**src/rtl/audio_decoder.sv**
```systemverilog
// audio_decoder: serial-to-parallel receiver for the audio_encoder bit stream.
// A toggle on audio_ws marks the MSB of a new word (no one-bit I2S delay).
// Each complete WORD_WIDTH-bit word is presented with its channel and a
// one-cycle strobe; a ws toggle that cuts a word short raises frame_err.
module audio_decoder #(
    parameter int WORD_WIDTH = 8,
    parameter int VOL_WIDTH  = 6
) (
    input  logic                  clk_audio_bit,
    input  logic                  reset_n,
    input  logic                  audio_data,
    input  logic                  audio_ws,
    output logic [WORD_WIDTH-1:0] word,
    output logic                  word_ch,
    output logic                  word_valid,
    output logic [VOL_WIDTH-1:0]  vol,
    output logic                  frame_err
);

    // Counter only advances inside RECV, so one extra bit is ample headroom.
    localparam int CNT_W = $clog2(WORD_WIDTH) + 1;
    localparam logic [CNT_W-1:0] LAST_BIT = CNT_W'(WORD_WIDTH - 1);

    typedef enum logic [1:0] {
        HUNT = 2'd0,
        RECV = 2'd1,
        WAIT = 2'd2
    } state_t;

    state_t                state_q;
    logic                  ws_q;
    logic                  ch_q;
    logic [CNT_W-1:0]      cnt_q;
    logic [WORD_WIDTH-1:0] shift_q;
    logic [WORD_WIDTH-1:0] word_q;
    logic                  word_ch_q;
    logic                  word_valid_q;
    logic [VOL_WIDTH-1:0]  vol_q;
    logic                  frame_err_q;

    logic                  ws_edge;
    logic [WORD_WIDTH-1:0] word_d;

    assign ws_edge = (audio_ws != ws_q);
    // The completed word: the MSBs already shifted in plus the current LSB.
    assign word_d  = {shift_q[WORD_WIDTH-2:0], audio_data};

    // Receive FSM: hunts for a ws toggle, shifts in one word, then idles until the next toggle.
    always_ff @(posedge clk_audio_bit or negedge reset_n) begin
        if (!reset_n) begin
            state_q      <= HUNT;
            ws_q         <= 1'b0;
            ch_q         <= 1'b0;
            cnt_q        <= '0;
            shift_q      <= '0;
            word_q       <= '0;
            word_ch_q    <= 1'b0;
            word_valid_q <= 1'b0;
            vol_q        <= '0;
            frame_err_q  <= 1'b0;
        end else begin
            ws_q         <= audio_ws;
            word_valid_q <= 1'b0;
            frame_err_q  <= 1'b0;
            case (state_q)
                HUNT, WAIT: begin
                    // Extra slot bits in WAIT and pre-sync bits in HUNT are ignored.
                    if (ws_edge) begin
                        shift_q <= {{(WORD_WIDTH-1){1'b0}}, audio_data};
                        cnt_q   <= CNT_W'(1);
                        ch_q    <= audio_ws;
                        state_q <= RECV;
                    end
                end
                RECV: begin
                    if (ws_edge) begin
                        // Short word: drop it and restart on the current bit.
                        frame_err_q <= 1'b1;
                        shift_q     <= {{(WORD_WIDTH-1){1'b0}}, audio_data};
                        cnt_q       <= CNT_W'(1);
                        ch_q        <= audio_ws;
                    end else begin
                        shift_q <= word_d;
                        cnt_q   <= cnt_q + CNT_W'(1);
                        if (cnt_q == LAST_BIT) begin
                            word_q       <= word_d;
                            word_ch_q    <= ch_q;
                            vol_q        <= word_d[VOL_WIDTH-1:0];
                            word_valid_q <= 1'b1;
                            state_q      <= WAIT;
                        end
                    end
                end
                default: state_q <= HUNT;
            endcase
        end
    end

    assign word       = word_q;
    assign word_ch    = word_ch_q;
    assign word_valid = word_valid_q;
    assign vol        = vol_q;
    assign frame_err  = frame_err_q;

endmodule

```
**config.mk**
```make
export PLATFORM = sky130hd
export DESIGN_NAME = audio_decoder
export DESIGN_NICKNAME = d
export VERILOG_FILES = /design/src/rtl/audio_decoder.sv
export SDC_FILE = /design/constraint.sdc
export NUM_CORES = 1
export LEC_CHECK = 0
export ABC_AREA = 1
export BUFFER_PORTS_ARGS = -buffer_cell sky130_fd_sc_hd__buf_4
export CAP_MARGIN = 10
export CORE_AREA = 2 2 49 51
export DETAILED_ROUTE_END_ITERATION = 8
export DIE_AREA = 0 0 51 53
export PLACE_DENSITY_LB_ADDON = 0.05
export SKIP_LAST_GASP = 1
export SLEW_MARGIN = 20
export SYNTH_ARGS = -nofsm -noshare
export SYNTH_HDL_FRONTEND = slang
export SYNTH_SLANG_ARGS = --single-unit
```
**constraint.sdc**
```tcl
create_clock -name clk_audio_bit -period 2.34 [get_ports clk_audio_bit]
set_input_delay 0.351 -clock clk_audio_bit [delete_from_list [all_inputs] [get_ports clk_audio_bit]]
set_output_delay 0.351 -clock clk_audio_bit [all_outputs]
set_load 0.02 [all_outputs]
```
==> run summary <==
CTS tree = done
Main combinational cell family by area after synthesis = simple AND/OR/NAND/NOR gates
Synthesized area = 1172 um^2
Core footprint = 2148 um^2
RSZ-0062 raised after global routing = false
Via density = 5.040
Standard-cell rows = 17
Slew Viols, Final = 0
Clk_lat worst skew = 0.31 ns
Most frequent cells in the layout = nand2_1 (48), dfrtp_1 (26), buf_4 (21)
Sequential area share after synthesis = 55.50%
Uppermost layer routed = met4
Worst Path Max Fanout = 11
GRT Util Overall = 17.72%
DR iter-0 viols = 21
Area Growth Syn to Fin = 13.34%
R2r worst-path depth = 7
Drt total wl = 2032 um
CP most frequent cell = nand2_1
TritonCTS buffer count = 3
Number of synthesized register bits = 26
Synth Area in Adders = 1.067%
Die X = 51 um
Worst slew margin = 71.08%
Root buffer cell = clkbuf_4
Max-Cap Viols = 0
Mux cell area share after synthesis = 0%
Placed cell area = 1282 um^2
Clock transition at path regs = 0.14 ns
CP cell instances = ha_1 > nand2_1 > nor2_1 > buf_4 > nand4_1 > nand2_1 > nand2_1
Peak supply drop = 544.9 uV
M1 WL = 978 um
CP Depth = 7
First-pass GRT wire length = 3519 um
Post-Syn Nets = 135
YS warnings = 0
WL met3 = 114 um
Fmax = 601.2 MHz
Clk sinks = 26
H-Tree Depth = 1
WP buf/inv = 1
CP delay by family, top = simple AND/OR/NAND/NOR gates
Top Ports = 21
Simple-gate share of the synthesized area = 32.23%
Die height = 53 um
CP startpoint kind = flip-flop
Largest net degree at the start of global routing = 27
GRT overflow = 0
Final setup fails = 0
Initial core utilization = 54.57%
Worst Hold Path Cells = 1
Drt pass-1 iters = 4
Mean Syn Cell Area = 9.018 um^2
Initial antenna violation count = 0
Worst Path Required = 2.55 ns
Post-CTS Setup Inserts = 0
Slowest-stage cell, CP = dfrtp_1
Vias in the first global route = 760
Post-synthesis compound-gate area fraction = 1.281%
Die area = 2703 um^2
CTS Buffer Depth = 2
Worst-margin pin slew = 0.4325 ns
Leakage power = 0.7595 nW
Setup TNS = 0 ns
Outcome = completed
Fin Clk Skew = 0.004893 ns
Commonest non-fill, non-tap cell in the layout = nand2_1
Post-synthesis cell count = 130
Antenna-violating nets left = 0
Ratio of cells with drive above 1 in the final layout = 23.45%
Crit path DAT = 1.88 ns
Power per Cell Area = 1111 nW/um^2
Period Utilization, post-route = 71.08%
Post-DR wirelength/cell = 11.75 um
Post-Synth XOR/XNOR Area = 0%
Drc violations = 0
Final #Nets = 151
Final min period = 1.663 ns
Antenna Cells = 0
Finished Cell Area = 1329 um^2
Met2 wire length = 921 um
Vias = 872
Fill cells = 191
Post-synthesis cell type count = 18
Max incr delay on CP = 0.43 ns
CP endpoint kind = flip-flop
Final count of hold timing violations = 0
Gpl congestion = 0.7723
Crit Path Category = flip-flop to flip-flop
Port Buf Inserts = 20
Hold Path Class = input pin to flip-flop
Post-DP HPWL = 1416 um
cell families (layout without fill, tap and decap cells):
group	after synthesis	after routing
AND/OR/NAND/NOR	80	80
flip-flops	26	26
buffers and inverters	20	35
AO/OA/AOI/OAI	3	3
adder cells (fa/ha/maj)	1	1
final timing paths:
check | startpoint | end | slack, ns
hold reg to reg | word_ch$_DFFE_PN0P_ | word_ch$_DFFE_PN0P_ | 0.49
hold / removal | audio_ws | ws_q$_DFF_PN0_ | 0.16
min in group asynchronous | reset_n | word[2]$_DFFE_PN0P_ | 0.46
max in group asynchronous | reset_n | word_valid$_DFF_PN0_ | 1.64
setup / recovery | cnt_q[0]$_DFFE_PN0P_ | word[0]$_DFFE_PN0P_ | 0.68
setup reg to reg | cnt_q[0]$_DFFE_PN0P_ | word[0]$_DFFE_PN0P_ | 0.68
metal layers:
layer	GRT usage, %	up-vias
li1	-	437
met1	24.26	408
met2	27.92	25
met3	3.390	2
met4	6.757	0
met5	0	-
Yosys cell counts:
cell type	count	area (um^2)
o21ai_0	2	10.01
nand3_2	3	30.03
nand2_4	1	11.26
nor2_2	1	6.260
buf_8	1	15.01
buf_4	7	52.55
buf_2	3	15.01
nand4_1	2	12.51
nand3_1	20	100.1
ha_1	1	12.51
nor2_1	3	11.26
or2_2	1	6.260
dfrtp_1	26	650.6
a21oi_1	1	5.000
inv_1	7	26.28
nor2_8	1	20.02
inv_2	2	7.510
nand2_1	48	180.2
report_power, final:
part / switching, mW / internal (mW) / total [mW]
clock: 0.126 / 0.0950 / 0.221
combinational: 0.364 / 0.216 / 0.580
sequential: 0.102 / 0.572 / 0.674
total: 0.593 / 0.883 / 1.48
stage by stage:
step	worst slack, ns	std cells	total power [mW]	hold slack, ns	util, %
5_1_grt	0.4495	173	1.593	0.1233	61.85
4_1_cts	0.6590	173	1.486	0.1458	61.85
2_1_floorplan	1.152	130	1.129	0.05541	-
6_report	0.6766	173	1.476	0.1575	61.85
3_5_place_dp	0.6836	168	1.267	0.2750	59.70
3_3_place_gp	0.7915	168	1.254	0.2724	59.70
cell type report:
type	count	area, um^2	area share [%]
sequential	26	650.6	48.96
multi-input combinational	84	405.4	30.51
timing repair buffer	22	167.7	12.62
clock buffer	4	36.28	2.731
tap	28	35.03	2.637
inverter	9	33.78	2.542
registers in the layout, summed over array words and instances, names as in the netlist:
| signal | cells |
|---|---|
| shift_q | 7 |
| word_ch | 1 |
| frame_err | 1 |
| ch_q | 1 |
| cnt_q | 4 |
| ws_q | 1 |
| state_q | 2 |
| word_valid | 1 |
| word | 8 |
repair_timing:
action	4_1_cts	5_1_grt
hold endpoints to repair	26	0
hold buffers	1	0
resized for setup	0	0
(Power assumes the default switching activity.)
